<file path="src/rtl/move_scheduler_pkg.sv">
// Shared definitions for the sprite move scheduler: FSM states, direction
// encodings, grid size and per-sprite start tiles.
package move_scheduler_pkg;

  typedef enum logic [1:0] {
    ST_IDLE   = 2'd0,
    ST_LOOKUP = 2'd1,
    ST_UPDATE = 2'd2,
    ST_DONE   = 2'd3
  } state_e;

  localparam int GRID_MAX   = 12;
  localparam int MAX_SPRITE = 8;

  localparam logic [3:0] DIR_UP    = 4'b1000;
  localparam logic [3:0] DIR_DOWN  = 4'b0100;
  localparam logic [3:0] DIR_LEFT  = 4'b0010;
  localparam logic [3:0] DIR_RIGHT = 4'b0001;
  localparam logic [3:0] DIR_NONE  = 4'b0000;

  // Sprite 0 is the player; the rest are ghosts.
  localparam logic [4:0] START_X [MAX_SPRITE] =
    '{5'd2, 5'd5, 5'd2, 5'd7, 5'd3, 5'd9, 5'd10, 5'd11};
  localparam logic [4:0] START_Y [MAX_SPRITE] =
    '{5'd1, 5'd6, 5'd5, 5'd7, 5'd3, 5'd9, 5'd10, 5'd11};

  function automatic logic is_onehot4(input logic [3:0] v);
    return (v != 4'b0000) && ((v & (v - 4'b0001)) == 4'b0000);
  endfunction

endpackage

</file>
<file path="src/rtl/move_scheduler_if.sv">
// Bus between the move scheduler and its environment (control, requests,
// shared wall-lookup port and sprite state).
interface move_scheduler_if #(parameter int N_SPRITE = 4);
  logic                    step_tick;
  logic [4*N_SPRITE-1:0]   req_dir;
  logic [4:0]              wall_x;
  logic [4:0]              wall_y;
  logic [3:0]              turnable;
  logic [5*N_SPRITE-1:0]   pos_x;
  logic [5*N_SPRITE-1:0]   pos_y;
  logic [4*N_SPRITE-1:0]   cur_dir;
  logic                    busy;
  logic                    done;
  logic                    overrun;

  modport master (
    output step_tick, req_dir, turnable,
    input  wall_x, wall_y, pos_x, pos_y, cur_dir, busy, done, overrun
  );

  modport slave (
    input  step_tick, req_dir, turnable,
    output wall_x, wall_y, pos_x, pos_y, cur_dir, busy, done, overrun
  );
endinterface

</file>
<file path="src/rtl/move_scheduler_tile_step.sv">
// Combinational move rule for one sprite: a valid open request wins, else keep
// travelling if open, else stay put. Edges wrap through the tunnels.
module tile_step
  import move_scheduler_pkg::*;
#(
  parameter int GRID_MAX = move_scheduler_pkg::GRID_MAX
) (
  input  logic [4:0] pos_x,
  input  logic [4:0] pos_y,
  input  logic [3:0] cur_dir,
  input  logic [3:0] req,
  input  logic [3:0] turnable,
  output logic [4:0] nxt_x,
  output logic [4:0] nxt_y,
  output logic [3:0] nxt_dir
);

  localparam logic [4:0] GMAX = 5'(GRID_MAX);

  logic       req_ok_s;
  logic       cur_ok_s;
  logic [3:0] mv_dir_s;

  assign req_ok_s = is_onehot4(req) && ((req & turnable) != 4'b0000);
  assign cur_ok_s = (cur_dir & turnable) != 4'b0000;
  assign mv_dir_s = req_ok_s ? req : (cur_ok_s ? cur_dir : DIR_NONE);
  assign nxt_dir  = req_ok_s ? req : cur_dir;

  // One-tile step in the chosen direction with wrap-around at both edges.
  always_comb begin
    nxt_x = pos_x;
    nxt_y = pos_y;
    case (mv_dir_s)
      DIR_UP:    nxt_y = (pos_y <= 5'd1) ? GMAX : pos_y - 5'd1;
      DIR_DOWN:  nxt_y = (pos_y >= GMAX) ? 5'd1 : pos_y + 5'd1;
      DIR_LEFT:  nxt_x = (pos_x <= 5'd1) ? GMAX : pos_x - 5'd1;
      DIR_RIGHT: nxt_x = (pos_x >= GMAX) ? 5'd1 : pos_x + 5'd1;
      default: begin
        nxt_x = pos_x;
        nxt_y = pos_y;
      end
    endcase
  end

endmodule

</file>
<file path="src/rtl/move_scheduler.sv">
// Sequences one movement round over all sprites through a single shared
// wall-lookup port: LOOKUP then UPDATE per sprite, in index order.
module move_scheduler
  import move_scheduler_pkg::*;
#(
  parameter int N_SPRITE = 4,
  parameter int GRID_MAX = move_scheduler_pkg::GRID_MAX
) (
  input  logic               clk,
  input  logic               rst,
  move_scheduler_if.slave    bus
);

  localparam int IDX_W = (N_SPRITE > 1) ? $clog2(N_SPRITE) : 1;
  localparam logic [IDX_W-1:0] LAST_IDX = IDX_W'(N_SPRITE - 1);

  localparam logic [1:0] S_IDLE   = ST_IDLE;
  localparam logic [1:0] S_LOOKUP = ST_LOOKUP;
  localparam logic [1:0] S_UPDATE = ST_UPDATE;
  localparam logic [1:0] S_DONE   = ST_DONE;

  logic [1:0]            state_r, next_state_s;
  logic [IDX_W-1:0]      idx_r, next_idx_s;
  logic [3:0]            turn_r;
  logic [5*N_SPRITE-1:0] pos_x_r, pos_y_r;
  logic [4*N_SPRITE-1:0] dir_r;
  logic                  busy_r, done_r, overrun_r;
  logic [4:0]            wall_x_r, wall_y_r;
  logic [4:0]            nxt_x_s, nxt_y_s;
  logic [3:0]            nxt_dir_s;

  tile_step #(.GRID_MAX(GRID_MAX)) u_tile_step (
    .pos_x    (pos_x_r[5*int'(idx_r) +: 5]),
    .pos_y    (pos_y_r[5*int'(idx_r) +: 5]),
    .cur_dir  (dir_r[4*int'(idx_r) +: 4]),
    .req      (bus.req_dir[4*int'(idx_r) +: 4]),
    .turnable (turn_r),
    .nxt_x    (nxt_x_s),
    .nxt_y    (nxt_y_s),
    .nxt_dir  (nxt_dir_s)
  );

  // Round sequencing; ticks outside IDLE never restart the round.
  always_comb begin
    next_state_s = state_r;
    next_idx_s   = idx_r;
    case (state_r)
      S_IDLE: begin
        if (bus.step_tick) begin
          next_state_s = S_LOOKUP;
          next_idx_s   = '0;
        end else begin
          next_state_s = S_IDLE;
          next_idx_s   = idx_r;
        end
      end
      S_LOOKUP: next_state_s = S_UPDATE;
      S_UPDATE: begin
        if (idx_r == LAST_IDX) begin
          next_state_s = S_DONE;
          next_idx_s   = idx_r;
        end else begin
          next_state_s = S_LOOKUP;
          next_idx_s   = idx_r + IDX_W'(1);
        end
      end
      S_DONE: begin
        next_state_s = S_IDLE;
        next_idx_s   = '0;
      end
      default: begin
        next_state_s = S_IDLE;
        next_idx_s   = '0;
      end
    endcase
  end

  // Control registers; flags are precomputed from the next state so they are
  // registered yet aligned with the state they describe.
  always_ff @(posedge clk or posedge rst) begin
    if (rst) begin
      state_r   <= S_IDLE;
      idx_r     <= '0;
      busy_r    <= 1'b0;
      done_r    <= 1'b0;
      overrun_r <= 1'b0;
      wall_x_r  <= 5'd0;
      wall_y_r  <= 5'd0;
    end else begin
      state_r   <= next_state_s;
      idx_r     <= next_idx_s;
      busy_r    <= (next_state_s != S_IDLE);
      done_r    <= (next_state_s == S_DONE);
      overrun_r <= overrun_r | (bus.step_tick && (state_r != S_IDLE));
      if (next_state_s == S_LOOKUP) begin
        wall_x_r <= pos_x_r[5*int'(next_idx_s) +: 5];
        wall_y_r <= pos_y_r[5*int'(next_idx_s) +: 5];
      end else begin
        wall_x_r <= 5'd0;
        wall_y_r <= 5'd0;
      end
    end
  end

  // Sprite state: capture the wall reply, then apply the move rule to idx.
  always_ff @(posedge clk or posedge rst) begin
    if (rst) begin
      turn_r <= 4'b0000;
      dir_r  <= '0;
      for (int i = 0; i < N_SPRITE; i++) begin
        pos_x_r[5*i +: 5] <= START_X[i];
        pos_y_r[5*i +: 5] <= START_Y[i];
      end
    end else begin
      if (state_r == S_LOOKUP) begin
        turn_r <= bus.turnable;
      end
      if (state_r == S_UPDATE) begin
        pos_x_r[5*int'(idx_r) +: 5] <= nxt_x_s;
        pos_y_r[5*int'(idx_r) +: 5] <= nxt_y_s;
        dir_r[4*int'(idx_r) +: 4]   <= nxt_dir_s;
      end
    end
  end

  assign bus.wall_x  = wall_x_r;
  assign bus.wall_y  = wall_y_r;
  assign bus.pos_x   = pos_x_r;
  assign bus.pos_y   = pos_y_r;
  assign bus.cur_dir = dir_r;
  assign bus.busy    = busy_r;
  assign bus.done    = done_r;
  assign bus.overrun = overrun_r;

endmodule

</file>
<file path="src/flat_wrapper.sv">
// flat-port wrapper written by rule: the top's interface ports become plain ports
module move_scheduler_flat import move_scheduler_pkg::*;
#(
  parameter int N_SPRITE = 4,
  parameter int GRID_MAX = move_scheduler_pkg::GRID_MAX
)
  (clk, rst, bus_step_tick, bus_req_dir, bus_turnable, bus_wall_x, bus_wall_y, bus_pos_x, bus_pos_y, bus_cur_dir, bus_busy, bus_done, bus_overrun);
  move_scheduler_if #(.N_SPRITE(N_SPRITE)) bus_i ();
  input  logic clk;
  input  logic rst;
  input wire logic [$bits(bus_i.step_tick)-1:0] bus_step_tick;
  input wire logic [$bits(bus_i.req_dir)-1:0] bus_req_dir;
  input wire logic [$bits(bus_i.turnable)-1:0] bus_turnable;
  output wire logic [$bits(bus_i.wall_x)-1:0] bus_wall_x;
  output wire logic [$bits(bus_i.wall_y)-1:0] bus_wall_y;
  output wire logic [$bits(bus_i.pos_x)-1:0] bus_pos_x;
  output wire logic [$bits(bus_i.pos_y)-1:0] bus_pos_y;
  output wire logic [$bits(bus_i.cur_dir)-1:0] bus_cur_dir;
  output wire logic [$bits(bus_i.busy)-1:0] bus_busy;
  output wire logic [$bits(bus_i.done)-1:0] bus_done;
  output wire logic [$bits(bus_i.overrun)-1:0] bus_overrun;
  assign bus_i.step_tick = bus_step_tick;
  assign bus_i.req_dir = bus_req_dir;
  assign bus_i.turnable = bus_turnable;
  assign bus_wall_x = bus_i.wall_x;
  assign bus_wall_y = bus_i.wall_y;
  assign bus_pos_x = bus_i.pos_x;
  assign bus_pos_y = bus_i.pos_y;
  assign bus_cur_dir = bus_i.cur_dir;
  assign bus_busy = bus_i.busy;
  assign bus_done = bus_i.done;
  assign bus_overrun = bus_i.overrun;
  move_scheduler #(.N_SPRITE(N_SPRITE), .GRID_MAX(GRID_MAX)) u_core (.clk(clk), .rst(rst), .bus(bus_i));
endmodule
</file>
<file path="config.mk">
export PLATFORM = sky130hd
export DESIGN_NAME = move_scheduler_flat
export DESIGN_NICKNAME = d
export VERILOG_FILES = /design/src/rtl/move_scheduler_pkg.sv /design/src/rtl/move_scheduler_if.sv /design/src/rtl/move_scheduler_tile_step.sv /design/src/rtl/move_scheduler.sv /design/src/flat_wrapper.sv
export SDC_FILE = /design/constraint.sdc
export NUM_CORES = 1
export LEC_CHECK = 0
export CAP_MARGIN = 20
export CORE_MARGIN = 3
export CORE_UTILIZATION = 56
export CTS_CLUSTER_DIAMETER = 150
export DETAILED_ROUTE_END_ITERATION = 12
export DONT_BUFFER_PORTS = 1
export PLACE_DENSITY = 0.82
export SYNTH_ARGS = -nofsm -noshare
export SYNTH_HDL_FRONTEND = slang
export SYNTH_HIERARCHICAL = 1
export SYNTH_SLANG_ARGS = --single-unit
</file>
<file path="constraint.sdc">
create_clock -name clk -period 6 [get_ports clk]
set_clock_uncertainty 0.2 [all_clocks]
set_input_delay 0.6 -clock clk [delete_from_list [all_inputs] [get_ports clk]]
set_output_delay 0.6 -clock clk [all_outputs]
set_load 0.01 [all_outputs]
</file>
# Word-level counts from Yosys, hierarchy flattened
# Cells that the tools add are included.
# classes
n_lt_le_gt_ge,4
bitwise,4
n_mul,2
n_shift,11
n_addsub,8
reduce_logical,10
mux,20
n_eq_ne,10
# op_table
cell,n
indexed part select 20 x 32 -> 5 bit,3
indexed part select 5 x 33 -> 20 bit,2
bitwise mux 20 bit,2
negator 32 -> 33 bit,1
negator 4 -> 33 bit,1
"variable shift 4 x 33 -> 16 bit, first input constant",1
"variable shift 5 x 33 -> 20 bit, first input constant",1
indexed part select 4 x 33 -> 16 bit,1
indexed part select 16 x 5 -> 4 bit,2
2-to-1 mux 5 bit,6
case mux 5 bit (2 select lines),2
indexed part select 20 x 6 -> 5 bit,1
bitwise mux 16 bit,1
bitwise AND 4 bit,3
2-to-1 mux 4 bit,3
nonzero test 4 bit,3
"adder 5 x 1 -> 5 bit, second input constant",2
"greater-or-equal comparator 5 x 4 -> 1 bit, second input constant",2
"<= comparator 5 x 1 -> 1 bit, second input constant",2
"multiplier 3 x 2 -> 5 bit, first input constant",2
"subtractor 5 x 1 -> 5 bit, second input constant",2
"== test 2 bit, second input constant",4
case mux 2 bit (4 select lines),1
2-to-1 mux 2 bit,3
14 further kinds,18
# totals
in_bits,23
out_inout_bits,69
word_cells,80
regBits,77

# Logic depth before layout (Yosys ltp)
# depth
ltp_word,11
depth_mapped,12
mapped_depth_nobuf,9

# By module
# Netlist, hierarchy kept.
# modules_own_cells
module,n_inst,seq_area_each_um2,area_per_inst_um2,cells_each
move_scheduler,1,1945.6,3559.7,242
tile_step,1,0.0,758.2,114

# Worst setup path after synthesis
# OpenSTA, ideal clock, no wires.
# synth_timing
kind,flip-flop to flip-flop
start,reg u_core.idx_r[0]
end,"reg u_core.pos_x_r[6], in the netlist u_core/bus.pos_x[6]"
setup_ns,0.137
arrival_ns,2.949
required_ns,5.663
period_less_slack_ns,3.286
slack_ns,2.714
stages_incl_launch_ff,12
n_path_buf,2
path_cell_list,dfrtp_1 -> buf_2 -> mux4_2 -> or3_4 -> a31oi_2 -> a21oi_1 -> and2_1 -> buf_6 -> and2_4 -> a221o_1 -> nand3_1 -> o21ai_0
# synth_via
elab_chain_cells,11
elab_cells_between_ends,29
classes_between,add/sub: 4; mul: 1; order compare: 2; eq/ne: 2; shift: 5; mux: 6; bitwise: 3; reduce/logical: 6
# synth_rtl
item,line,source
from (decl),move_scheduler.sv:23,"logic [IDX_W-1:0] idx_r, next_idx_s;"
from (signal assigned),move_scheduler.sv:91,idx_r <= next_idx_s;
branches (longest 8 deep; another with multiplier 3 x 2 -> 5 bit),-,
case mux 5 bit (2 select lines) (*),move_scheduler_tile_step.sv:33,case (mv_dir_s)
net u_core.nxt_x_s[1],move_scheduler.sv:29,"logic [4:0] nxt_x_s, nxt_y_s;"
indexed part select 5 x 33 -> 20 bit (*),move_scheduler.sv:119,pos_x_r[5*int'(idx_r) +: 5] <= nxt_x_s;
bitwise mux 20 bit (*),move_scheduler.sv:119,
"to (signal, indexed assignment)",move_scheduler.sv:111,pos_x_r[5*i +: 5] <= START_X[i];
"to (signal, indexed assignment)",move_scheduler.sv:119,
to (decl),move_scheduler.sv:25,"logic [5*N_SPRITE-1:0] pos_x_r, pos_y_r;"
# Mark *: on every way through the listed nets, which the timed path passes.
# A chain may end at the register's enable or synchronous reset.

# Final worst setup path
# Ends and elaborated chain as after synthesis.

==> flow_metrics.tcl <==
set metrics [dict create \
    worstHoldStart "bus_turnable[2]" \
    grt_pass1_wl_um 17720 \
    crit_path_end "u_core/bus.pos_x[6]$_DFFE_PP0P_" \
    power_mw 1.793 \
    worstRegToRegCells 9 \
    synthFlopType "dfrtp_1" \
    synthesis.area_um2 4318 \
    synth-async-reset-ratio_pct 100.0 \
    drive_gt1_share_pct 20.79 \
    num-fill-cells 590 \
    max-clock-path-buffers 2 \
    worstPathArrival_ns 3.39 \
    timing.final.crit_period_ns 3.384 \
    finalSetupTns_ns 0 \
    max_slew.worst_pin.slew_ns 1.045 \
    io_pins 92 \
    grt_pass1_vias 3272 \
    die_h_um 93.81 \
    slew_viol_final 0 \
    clock-sinks 77 \
    nets 386 \
    grtUsageTotal_pct 26.33 \
    cp_num_buf_inv 0 \
    path_depth 9 \
    clk_latency_ns 0.35 \
    path_clk_slew_ns 0.08 \
    setup_ws_ns 2.616 \
    p_leak_nw 2.032 \
    grt_max_degree 73 \
    ant_nets 0 \
    place_worst_setup_slack_ns 2.393 \
    synth_edf_count 0 \
    finalNonFillerCells 455 \
    synth_fp_nets 391 \
    cts_made_buffers 9 \
    yosysUniqueCellTypes 54 \
    dp.cells 437 \
    r2r_slack_ns 2.62 \
    detail_route.vias_per_cell 7.105 \
    fin_hold_ws_ns 0.1986 \
    startpoint_type "flip-flop" \
    slowest_delay_ns 0.66 \
    critPathRequiredTime_ns 6.01 \
    period_share_pct 56.40 \
    synth.avg_cell_area_um2 12.13 \
    synthCells 356 \
    critPathSlowestCell "dfrtp_1" \
    n_antenna_cell 0 \
    reg2reg_to "u_core/bus.pos_x[6]$_DFFE_PP0P_" \
    gp_congestion 0.9049 \
    ys_seq_area_share_pct 45.06 \
    antenna_found_initial 0 \
    area_delta_synth_final_pct 5.535 \
    dr.pass1.iters 6 \
    remaining_drc_errors 0 \
    maxSlewHeadroom_pct 30.02 \
    cts_setup_buffers 0 \
    hold_path.class "input pin to flip-flop" \
    ir_drop_uv 226.1 \
    regToRegStartpoint "u_core/idx_r[0]$_DFF_PP0_" \
    hold_viol_final 0 \
    crit_type "flip-flop to flip-flop" \
    dp_hpwl_um 7316 \
    cp_top_family "compound AO/OA/AOI/OAI gates" \
    drtIter0Drc 306 \
    crit_chain "mux4_2 -> or3_4 -> nand4b_1 -> a21o_1 -> a21oi_4 -> and2_4 -> a221o_1 -> nand3_1 -> o21ai_0" \
    htreeDepth 3 \
    worstSetupEndpointType "flip-flop" \
    num_rows 31 \
    rsz0062_at_grt "no" \
    wl_per_cell_um 24.12 \
    root_buffer "clkbuf_8" \
    coreArea_um2 7370 \
    finalSetupViolCount 0 \
    yosysWarningCount 6 \
    drt_wl_total_um 10970 \
    grt_overflow 0 \
    cp_max_fo 9 \
    tritoncts "built" \
    port_buffers 0 \
    start_util_pct 58.59 \
    num_vias 3233 \
    die-area_um2 8800 \
    synth-seq-cells 77 \
    die_w_um 93.81 \
    timing.fmax_mhz 295.5 \
    worstSetupStartpoint "u_core/idx_r[0]$_DFF_PP0_" \
    power.density_nw_per_um2 393.6 \
    status "completed" \
    maxCapViolCount 0 \
]
-- per-stage QoR --
| stage | area [um2] | util, % |
|---|---|---|
| after floorplan | 4318 | - |
| after global placement | 4347 | 58.98 |
| after detailed placement | 4347 | 58.98 |
| after CTS | 4542 | 61.63 |
| after global routing | 4557 | 61.83 |
| final | 4557 | 61.83 |
-- flip-flops by register name, indices dropped and copies added, names as in the netlist --
name                flops
u_core/bus.cur_dir     16
u_core/state_r          2
u_core/bus.wall_y       5
u_core/turn_r           4
u_core/bus.overrun      1
u_core/bus.busy         1
u_core/bus.done         1
u_core/idx_r            2
u_core/bus.wall_x       5
u_core/bus.pos_x       20
u_core/bus.pos_y       20
-- routing by layer --
metal	GRT usage (%)	vias up	wire length, um
li1	-	1379	-
met1	35.21	1620	4422
met2	40.69	216	5011
met3	9.215	18	1393
met4	7.822	0	146
met5	0	-	0
-- report_power, final --
group | internal (mW) | total [mW] | switching, mW
registers | 0.591 | 0.701 | 0.110
logic | 0.285 | 0.722 | 0.437
clock network | 0.175 | 0.370 | 0.195
-- kinds of logic (layout without fill, tap and decap cells) --
kind of cell | after synthesis | in the layout | synth area share [%]
AO/OA/AOI/OAI | 112 | 112 | 20.83
flip-flops | 77 | 77 | 45.06
AND/OR/NAND/NOR | 75 | 75 | 10.63
buffers and inverters | 34 | 34 | 4.057
adder cells (fa/ha/maj) | 12 | 12 | 3.477
multiplexers | 44 | 44 | 15.53
XOR/XNOR | 2 | 2 | 0.4058
-- layout by cell type, fill, tap and decap left out, drive strengths merged, types with 11 or more instances in the layout --
| cell type | count |
|---|---|
| dfrtp | 62 |
| a22o | 54 |
| mux2i | 22 |
| nand2 | 22 |
| mux4 | 18 |
| dfstp | 15 |
| inv | 15 |
| o22ai | 12 |
| ha | 12 |
| clkbuf | 12 |
| nand3 | 11 |
-- layout make-up --
class	instances	area (um2)	share of cell area, %
Multi-Input combinational cell	245	2206	48.41
Clock buffer	12	155.1	3.405
Tap cell	99	123.9	2.718
Inverter	13	48.80	1.071
Sequential cell	77	1946	42.70
Clock inverter	4	30.03	0.6590
Timing Repair Buffer	5	47.55	1.043
-- cells in the mapped netlist, types with 4 or more instances --
master    count  share of area (%)
o211ai_1      4               0.70
nand2b_1      5               0.72
nor2_1        7               0.61
nand3_1      11                1.3
clkbuf_1      7               0.61
dfstp_2      15                9.1
a22o_1       54                 11
nor3_1        4               0.46
a21oi_1       6               0.70
buf_2         5               0.58
o22ai_1      12                1.7
dfrtp_1      62                 36
mux2_2        4                1.0
nand2_1      18                1.6
buf_6         4                1.0
nor4_1        7                1.0
o21ai_0       6               0.70
mux4_2       18                9.4
inv_1        12                1.0
nand2_2       4               0.58
mux2i_1      22                5.1
ha_1         12                3.5
a21o_1        8                1.4
-- repair_timing --
action,CTS,global route
hold buffers,1,0
endpoints found under the hold margin,5,0
resized for setup,0,0
-- how the worst min path moves through the flow --
stage | endpoint | slack [ns] | cells past startpoint
2_1_floorplan | u_core/bus.pos_x[16]$_DFFE_PP1P_ | 0.29 | 2
3_3_place_gp | u_core/bus.wall_x[2]$_DFF_PP0_ | 0.16 | 1
3_5_place_dp | u_core/bus.wall_x[2]$_DFF_PP0_ | 0.17 | 1
4_1_cts | u_core/turn_r[2]$_DFFE_PP0N_ | 0.18 | 1
5_1_grt | u_core/turn_r[2]$_DFFE_PP0N_ | 0.17 | 1
6_report | u_core/turn_r[2]$_DFFE_PP0N_ | 0.20 | 1
-- worst reg2reg max path, stage by stage, from the launching register on --
cell,delay [ns]
dfrtp_1,0.66
mux4_2,0.66
or3_4,0.42
nand4b_1,0.10
a21o_1,0.36
a21oi_4,0.14
and2_4,0.21
a221o_1,0.34
nand3_1,0.10
o21ai_0,0.07
Power figures use the tool's default switching activity.
